$ cat config.mk
export PLATFORM = sky130hd
export DESIGN_NAME = matmul_sequencer_flat
export DESIGN_NICKNAME = d
export VERILOG_FILES = /design/src/rtl/matmul_pkg.sv /design/src/rtl/matmul_sequencer_if.sv /design/src/rtl/matmul_sequencer_mac_unit.sv /design/src/rtl/matmul_sequencer.sv /design/src/flat_wrapper.sv
export SDC_FILE = /design/constraint.sdc
export NUM_CORES = 1
export LEC_CHECK = 0
export CAP_MARGIN = 5
export CORE_MARGIN = 3
export CORE_UTILIZATION = 60
export DETAILED_ROUTE_END_ITERATION = 10
export PLACE_DENSITY_LB_ADDON = 0.12
export SYNTH_ARGS = -nofsm -noshare
export SYNTH_HDL_FRONTEND = slang
export SYNTH_SLANG_ARGS = --single-unit
export TNS_END_PERCENT = 5
$ cat constraint.sdc
create_clock -name clk -period 6.5 [get_ports clk]
set_input_delay 0.65 -clock clk [delete_from_list [all_inputs] [get_ports clk]]
set_output_delay 0.65 -clock clk [all_outputs]
set_load 0.01 [all_outputs]
$ cat src/rtl/matmul_pkg.sv
// Shared parameters and state encoding for the 3x3 matrix-multiply sequencer.
package matmul_pkg;
   localparam int unsigned N      = 3;
   localparam int unsigned DW     = 8;
   localparam int unsigned ACCW   = 2 * DW + $clog2(N);
   localparam int unsigned AW     = $clog2(2 * N * N);
   localparam int unsigned B_BASE = N * N;
   localparam int unsigned CW     = $clog2(N);
   localparam int unsigned BSW    = 2;

   typedef enum logic [1:0] {
      ST_IDLE = 2'd0,
      ST_MAC  = 2'd1,
      ST_SEND = 2'd2
   } state_t;
endpackage

$ cat src/rtl/matmul_sequencer_if.sv
// Operand-buffer read port, result byte stream and status flags of the sequencer.
interface matmul_sequencer_if;
   import matmul_pkg::*;

   logic          buf_done;
   logic [AW-1:0] buf_a_addr;
   logic [AW-1:0] buf_b_addr;
   logic [DW-1:0] buf_a_data;
   logic [DW-1:0] buf_b_data;
   logic [7:0]    out_data;
   logic          out_valid;
   logic          out_ready;
   logic          busy;
   logic          frame_done;

   modport master (
      input  buf_done, buf_a_data, buf_b_data, out_ready,
      output buf_a_addr, buf_b_addr, out_data, out_valid, busy, frame_done
   );

   modport slave (
      output buf_done, buf_a_data, buf_b_data, out_ready,
      input  buf_a_addr, buf_b_addr, out_data, out_valid, busy, frame_done
   );
endinterface

$ cat src/rtl/matmul_sequencer_mac_unit.sv
// Multiply-accumulate for one C element; clr restarts the sum with the current product.
module mac_unit
   import matmul_pkg::*;
(
   input  logic            clk,
   input  logic            reset,
   input  logic            clr,
   input  logic            en,
   input  logic [DW-1:0]   a,
   input  logic [DW-1:0]   b,
   output logic [ACCW-1:0] acc
);
   logic [ACCW-1:0] prod_c;

   assign prod_c = ACCW'(a) * ACCW'(b);

   always_ff @(posedge clk or negedge reset) begin
      if (!reset)  acc <= '0;
      else if (en) acc <= (clr ? '0 : acc) + prod_c;
   end
endmodule

$ cat src/rtl/matmul_sequencer.sv
// Sequences C = A*B over a shared operand buffer and streams each 18-bit element as 3 bytes.
module matmul_sequencer
   import matmul_pkg::*;
(
   input  logic               clk,
   input  logic               reset,
   matmul_sequencer_if.master bus
);
   state_t          state_q, state_d;
   logic [CW-1:0]   i_q, j_q, k_q;
   logic [BSW-1:0]  byte_sel_q;
   logic            done_q;
   logic            frame_done_q;
   logic [ACCW-1:0] acc;
   logic            start_c, last_k_c, last_byte_c, last_elem_c, accept_c;
   logic            mac_en_c, mac_clr_c;

   // Only a fresh rising edge of buf_done starts a frame; a level held high never restarts.
   assign start_c     = bus.buf_done && !done_q;
   assign last_k_c    = (k_q == CW'(N - 1));
   assign last_byte_c = (byte_sel_q == BSW'(2));
   assign last_elem_c = (i_q == CW'(N - 1)) && (j_q == CW'(N - 1));
   assign accept_c    = (state_q == ST_SEND) && bus.out_ready;

   always_ff @(posedge clk or negedge reset) begin
      if (!reset) state_q <= ST_IDLE;
      else        state_q <= state_d;
   end

   always_comb begin
      state_d = state_q;
      case (state_q)
         ST_IDLE: if (start_c) state_d = ST_MAC;
         ST_MAC:  if (last_k_c) state_d = ST_SEND;
         ST_SEND: if (accept_c && last_byte_c) state_d = last_elem_c ? ST_IDLE : ST_MAC;
         default: state_d = ST_IDLE;
      endcase
   end

   // Loop counters (i outer, j middle, k inner), byte selector and status flops.
   always_ff @(posedge clk or negedge reset) begin
      if (!reset) begin
         i_q          <= '0;
         j_q          <= '0;
         k_q          <= '0;
         byte_sel_q   <= '0;
         done_q       <= 1'b0;
         frame_done_q <= 1'b0;
      end else begin
         done_q       <= bus.buf_done;
         frame_done_q <= accept_c && last_byte_c && last_elem_c;
         case (state_q)
            ST_IDLE: begin
               if (start_c) begin
                  i_q        <= '0;
                  j_q        <= '0;
                  k_q        <= '0;
                  byte_sel_q <= '0;
               end
            end
            ST_MAC: begin
               k_q <= last_k_c ? '0 : k_q + CW'(1);
               if (last_k_c) byte_sel_q <= '0;
            end
            ST_SEND: begin
               if (accept_c) begin
                  if (last_byte_c) begin
                     byte_sel_q <= '0;
                     if (j_q == CW'(N - 1)) begin
                        j_q <= '0;
                        i_q <= (i_q == CW'(N - 1)) ? '0 : i_q + CW'(1);
                     end else begin
                        j_q <= j_q + CW'(1);
                     end
                  end else begin
                     byte_sel_q <= byte_sel_q + BSW'(1);
                  end
               end
            end
            default: ;
         endcase
      end
   end

   always_comb begin
      bus.buf_a_addr = '0;
      bus.buf_b_addr = '0;
      bus.out_data   = '0;
      bus.out_valid  = 1'b0;
      bus.busy       = (state_q != ST_IDLE);
      bus.frame_done = frame_done_q;
      mac_en_c       = 1'b0;
      mac_clr_c      = 1'b0;
      case (state_q)
         ST_MAC: begin
            bus.buf_a_addr = AW'(i_q) * AW'(N) + AW'(k_q);
            bus.buf_b_addr = AW'(B_BASE) + AW'(k_q) * AW'(N) + AW'(j_q);
            mac_en_c       = 1'b1;
            mac_clr_c      = (k_q == '0);
         end
         ST_SEND: begin
            bus.out_valid = 1'b1;
            case (byte_sel_q)
               BSW'(0): bus.out_data = acc[7:0];
               BSW'(1): bus.out_data = acc[15:8];
               BSW'(2): bus.out_data = 8'(acc[ACCW-1:16]);
               default: bus.out_data = '0;
            endcase
         end
         default: ;
      endcase
   end

   mac_unit u_mac (
      .clk   (clk),
      .reset (reset),
      .clr   (mac_clr_c),
      .en    (mac_en_c),
      .a     (bus.buf_a_data),
      .b     (bus.buf_b_data),
      .acc   (acc)
   );
endmodule

$ cat src/flat_wrapper.sv
// flat-port wrapper written by rule: the top's interface ports become plain ports
module matmul_sequencer_flat import matmul_pkg::*;
  (clk, reset, bus_buf_done, bus_buf_a_data, bus_buf_b_data, bus_out_ready, bus_buf_a_addr, bus_buf_b_addr, bus_out_data, bus_out_valid, bus_busy, bus_frame_done);
  matmul_sequencer_if bus_i ();
  input  logic clk;
  input  logic reset;
  input wire logic [$bits(bus_i.buf_done)-1:0] bus_buf_done;
  input wire logic [$bits(bus_i.buf_a_data)-1:0] bus_buf_a_data;
  input wire logic [$bits(bus_i.buf_b_data)-1:0] bus_buf_b_data;
  input wire logic [$bits(bus_i.out_ready)-1:0] bus_out_ready;
  output wire logic [$bits(bus_i.buf_a_addr)-1:0] bus_buf_a_addr;
  output wire logic [$bits(bus_i.buf_b_addr)-1:0] bus_buf_b_addr;
  output wire logic [$bits(bus_i.out_data)-1:0] bus_out_data;
  output wire logic [$bits(bus_i.out_valid)-1:0] bus_out_valid;
  output wire logic [$bits(bus_i.busy)-1:0] bus_busy;
  output wire logic [$bits(bus_i.frame_done)-1:0] bus_frame_done;
  assign bus_i.buf_done = bus_buf_done;
  assign bus_i.buf_a_data = bus_buf_a_data;
  assign bus_i.buf_b_data = bus_buf_b_data;
  assign bus_i.out_ready = bus_out_ready;
  assign bus_buf_a_addr = bus_i.buf_a_addr;
  assign bus_buf_b_addr = bus_i.buf_b_addr;
  assign bus_out_data = bus_i.out_data;
  assign bus_out_valid = bus_i.out_valid;
  assign bus_busy = bus_i.busy;
  assign bus_frame_done = bus_i.frame_done;
  matmul_sequencer u_core (.clk(clk), .reset(reset), .bus(bus_i));
endmodule
## Yosys cells after proc, flatten, opt, wreduce, memory -nomap -nowiden

Index checks and enable logic that the tools add are counted.

| cells by class | value |
|---|---|
| $add $sub $neg | 8 |
| reduce and logical (&&, ||, !) cells | 18 |
| shift operators | 0 |
| magnitude comparators | 0 |
| multiply operators | 3 |
| div/mod/pow operators | 0 |
| mux-type cells | 29 |
| equality and inequality tests | 13 |
| bitwise gates (word level) | 0 |

Operators with widths:

| operator | number |
|---|---|
| 2-bit two-way mux | 15 |
| 8-bit case mux with 3 select lines | 1 |
| 18-bit by 16-bit adder with 18-bit output | 1 |
| 18-bit two-way mux | 1 |
| 8-bit by 8-bit multiplier with 16-bit output | 1 |
| 2-bit case mux with 2 select lines | 3 |
| 2-bit case mux with 3 select lines | 2 |
| 2-bit equality test (second input constant) | 5 |
| 5-bit two-way mux | 2 |
| 2-bit by 1-bit adder with 2-bit output (second input constant) | 4 |
| 2-bit by 2-bit multiplier with 4-bit output (second input constant) | 2 |
| 8-bit two-way mux | 1 |
| 2-bit by 1-bit != test with 1-bit output (second input constant) | 4 |
| 4-bit AND reduction | 2 |
| 2-bit logical NOT | 3 |
| 2-bit nonzero test | 3 |
| 4-bit by 2-bit adder with 5-bit output | 1 |
| 4-bit by 4-bit adder with 5-bit output (first input constant) | 1 |
| 5-bit by 2-bit adder with 5-bit output | 1 |
| 1-bit logical AND | 5 |
| 5-bit AND reduction | 1 |
| 2-bit by 1-bit equality test with 1-bit output (second input constant) | 2 |
| 1-bit two-way mux | 4 |
| 2-bit != test (second input constant) | 2 |
| 4 further kinds | 4 |

| word-level totals | value |
|---|---|
| memory bits (read-only) | 0 |
| word-level logic and storage cells | 79 |
| input port bits | 20 |
| memories | 0 |
| bits in latches | 0 |
| output and inout port bits | 21 |
| bits in registers | 30 |
| memory bits (writable) | 0 |

## Depth between registers and ports, before layout

| logic depth | value |
|---|---|
| word-level depth | 6 |
| mapped depth | 21 |
| gate-level depth less buffers | 20 |

## Cells and area by module

From an unflattened synthesis, not the netlist that was laid out.

| unflattened totals | value |
|---|---|
| cell total of the unflattened synthesis | 488 |
| area total of the unflattened synthesis | 4578.1 µm² |

Modules (own cells, without submodules):

| module | cells an instance | sequential area each (µm²) | area each (µm²) | instances |
|---|---|---|---|---|
| mac_unit | 371 | 450.4 | 3449.6 | 1 |
| matmul_sequencer | 117 | 300.3 | 1128.6 | 1 |

## Worst setup path before layout

No wires, ideal clock.

| timing path | value |
|---|---|
| path kind | register to register |
| start point | register u_core.k_q[1] |
| end point | register u_core.u_mac.acc[17] |
| clock period less this slack | 4762 ps |
| required time | 6380 ps |
| arrival | 4643 ps |
| path buffers | 1 |
| slack | 1738 ps |
| library setup time | 120 ps |
| stages on the path, launching flop included | 20 |
| cells stage by stage | dfrtp_1 > inv_1 > ha_1 > nand2_1 > clkbuf_1 > nand2_1 > fa_1 > inv_1 > fa_1 > fa_1 > inv_1 > fa_1 > inv_1 > ha_1 > and3_1 > a21oi_1 > and4b_1 > o21ai_1 > a31o_1 > and3_1 |

| between the ends | value |
|---|---|
| word-level cells in the longest chain between the ends | 4 |

Ends and longest elaborated chain:

| what | line | source |
|---|---|---|
| start: declaration | matmul_sequencer.sv:10 | `logic [CW-1:0] i_q, j_q, k_q;` |
| start signal: assignment | matmul_sequencer.sv:62 | `k_q <= last_k_c ? '0 : k_q + CW'(1);` |
| 2-bit logical NOT | matmul_sequencer.sv:99 | `mac_clr_c = (k_q == '0);` |
| 1-bit two-way mux | matmul_sequencer.sv:94 | `case (state_q)` |
| 18-bit two-way mux | matmul_sequencer_mac_unit.sv:19 | `else if (en) acc <= (clr ? '0 : acc) + prod_c;` |
| 18-bit by 16-bit adder with 18-bit output | matmul_sequencer_mac_unit.sv:19 |  |
| end signal: assignment | matmul_sequencer_mac_unit.sv:19 |  |
| end: declaration | matmul_sequencer_mac_unit.sv:11 | `output logic [ACCW-1:0] acc` |

No other way between the ends.
A chain may end at the register's enable or synchronous reset.

## Worst setup path in the final report

| timing path | value |
|---|---|
| start point | register u_core.k_q[1] |
| end point | register u_core.u_mac.acc[14] |

Same word-level chain as after synthesis.

==> run summary <==
CP endpoint kind: register
RSZ-0062 raised after global routing: false
area grow syn2layout: 12.8%
Residual DRC: 0
Main synth FF type: dfrtp_1
Synth Instances: 506
outcome: finished clean
CP Max Fanout: 19
Core ar.: 0.00698 mm2
CTS Sinks: 30
H-tree Lvls: 2
Chip Width: 92.1 um
Reg area: 751 um2
Pins Over Slew Limit: 0
Final nets: 671
CTS Hold Bufs: 0
Slew Limit Headroom: 27.7%
FP Rows: 30
Final ANT Viol Nets: 0
final worst-path cycle share: 81.9%
synth unique cells: 53
Worst Skew: 4.85 ps
antenna violations before repair: 0
Setup CP Type: register to register
commonest cells after routing, fill and taps aside: 88 x inv_1, 63 x nand2_1, 55 x and2_1, 55 x fa_1, 51 x ha_1
number of diodes: 0
Max-Cap Viols: 0
total routing usage reported by global routing: 25.5%
setup TNS: 0 ps
Inserted Clock Buffers: 5
post-layout util: 71.9%
Clock transition at path regs: 60 ps
Final Wtd Congestion: 0.900
HPWL Detailed: 8060 um
via count: 3504
number of post-CTS setup repair buffers: 0
Warnings, synthesis: 0
Cell Area, Synth: 0.00445 mm2
TritonRoute pass-1 iters: 4
syn_nets: 632
cts repair resizes: 0
Post-synth ARST share: 100%
number of vias per cell: 5.48
share of layout cells above drive strength 1: 3.49%
largest net degree at the start of global routing: 35
Placed Cells: 634
final setup vio count: 0
TritonCTS clock tree: done
Yosys top cell area share: 24.8%
first-pass GRT wire length: 17200 um
Initial Util: 63.7%
Seq cells post-synth: 30
vias in the first global route: 3615
sequential area share after synthesis: 16.9%
Post-synth EDFFs: 0
Worst EP required: 6620 ps
final critical-path required period: 5320 ps
final hold viol count: 0
Syn Area/Cell: 8.79 um2
area of the multi-input gates: 0.00332 mm2
Root Driver: clkbuf_8
IO Pins: 41
Finished Layout Cells: 640
Max Freq: 0.188 GHz
worst skew pair latency: 280 ps
worst slew pin tran: 1080 ps
DRT iter0 DRCs: 183
Yosys top cell by area: fa_1
commonest non-fill, non-tap cell in the layout: inv_1
hold crit path type: register to register
grt ovf: 0
full die area: 0.00848 mm2
Arr. time, crit path: 5450 ps
routed len/inst: 15.3 um
deepest clock path buffer count: 2
Fillers: 562
chip height: 92.1 um
Startpoint Class: register
Port Buffers: 39
Routed WL: 9820 um
Area contributors post-synth: fa_1 25%, dfrtp_1 17%, ha_1 14%
-- cells by family (layout without fill, tap and decap cells) --
| family | after synthesis | count (layout) | synth area share [%] |
|---|---|---|---|
| simple gates | 179 | 179 | 20.3 |
| flops | 30 | 30 | 16.9 |
| mux | 12 | 12 | 2.76 |
| fa+ha+maj | 106 | 106 | 39.1 |
| buf+inv | 98 | 136 | 8.36 |
| compound gates | 71 | 71 | 10.7 |
| xor+xnor | 9 | 9 | 1.77 |
| other cells | 1 | 1 | 0.0843 |
-- Yosys cell counts, types with 2 or more instances --
cell / count
or2_2: 3
nor3_1: 3
ha_1: 51
a21oi_1: 12
xor2_1: 6
o31a_1: 2
mux2_2: 2
clkbuf_1: 8
a21o_1: 6
and3_1: 4
mux2i_1: 10
and4_1: 2
o21ai_1: 6
o21a_1: 6
fa_1: 55
nand2_1: 63
nand2b_1: 3
o21ai_0: 14
nand3_1: 3
a211oi_1: 3
o31ai_1: 3
and2_1: 55
dfrtp_1: 30
xnor2_1: 3
nor2b_1: 4
a22o_1: 5
inv_1: 88
nor2_1: 29
a31oi_1: 3
-- final timing paths --
path / endpoint / cells past startpoint / startpoint / slack, ps
hold / removal: u_core.u_mac.acc[13] / 2 / u_core.u_mac.acc[13] / 510
setup reg to reg: u_core.u_mac.acc[14] / 18 / u_core.k_q[1] / 1180
max in group asynchronous: u_core.u_mac.acc[2] / 2 / reset / 5450
setup / recovery: u_core.u_mac.acc[14] / 18 / u_core.k_q[1] / 1180
min in group asynchronous: u_core.state_q[0] / 2 / reset / 760
hold reg to reg: u_core.u_mac.acc[13] / 2 / u_core.u_mac.acc[13] / 510
-- routing by layer --
layer	global-route usage [%]	wire [um]	vias to the layer above
met2	38.0	4490	100
met4	8.17	258	0
met3	5.25	502	21
li1	-	-	1686
met5	0	0	-
met1	37.1	4560	1697
-- registers in the layout (all words and copies together) (netlist names) --
name / flops
u_core.i_q: 2
u_core.bus.frame_done: 1
u_core.u_mac.acc: 18
u_core.k_q: 2
u_core.byte_sel_q: 2
u_core.state_q: 2
u_core.j_q: 2
u_core.done_q: 1
-- metrics by stage --
| stage | instance area (um2) | hold slack (ps) | setup WS (ps) |
|---|---|---|---|
| final | 5020 | 515 | 1180 |
| after global routing | 5020 | 543 | 761 |
| after CTS | 5020 | 515 | 1160 |
| after detailed placement | 4930 | 497 | 1170 |
| after global placement | 4930 | 486 | 1210 |
| after floorplan | 4450 | 354 | 1740 |
-- worst max-delay path, stage by stage (launching register included) --
cell,delay (ps)
dfrtp_1,560
inv_1,130
ha_1,230
nand2_1,460
nand2_1,170
fa_1,510
inv_1,60
fa_1,500
inv_1,50
fa_1,460
fa_1,550
inv_1,40
ha_1,350
o21ai_0,140
o21ai_1,280
nand4_1,220
a21oi_1,230
xnor2_1,140
o21ai_1,70
-- final cells by class --
class | instances | share of cell area [%]
Clock buffer | 6 | 1.65
Multi-Input combinational cell | 378 | 66.3
Sequential cell | 30 | 15.0
Tap cell | 96 | 2.39
Inverter | 89 | 6.66
Timing Repair Buffer | 41 | 8.08
Power is left out: the tool's default activity adds up to more than one toggle a clock period on the data nets, which glitch-free logic cannot reach.
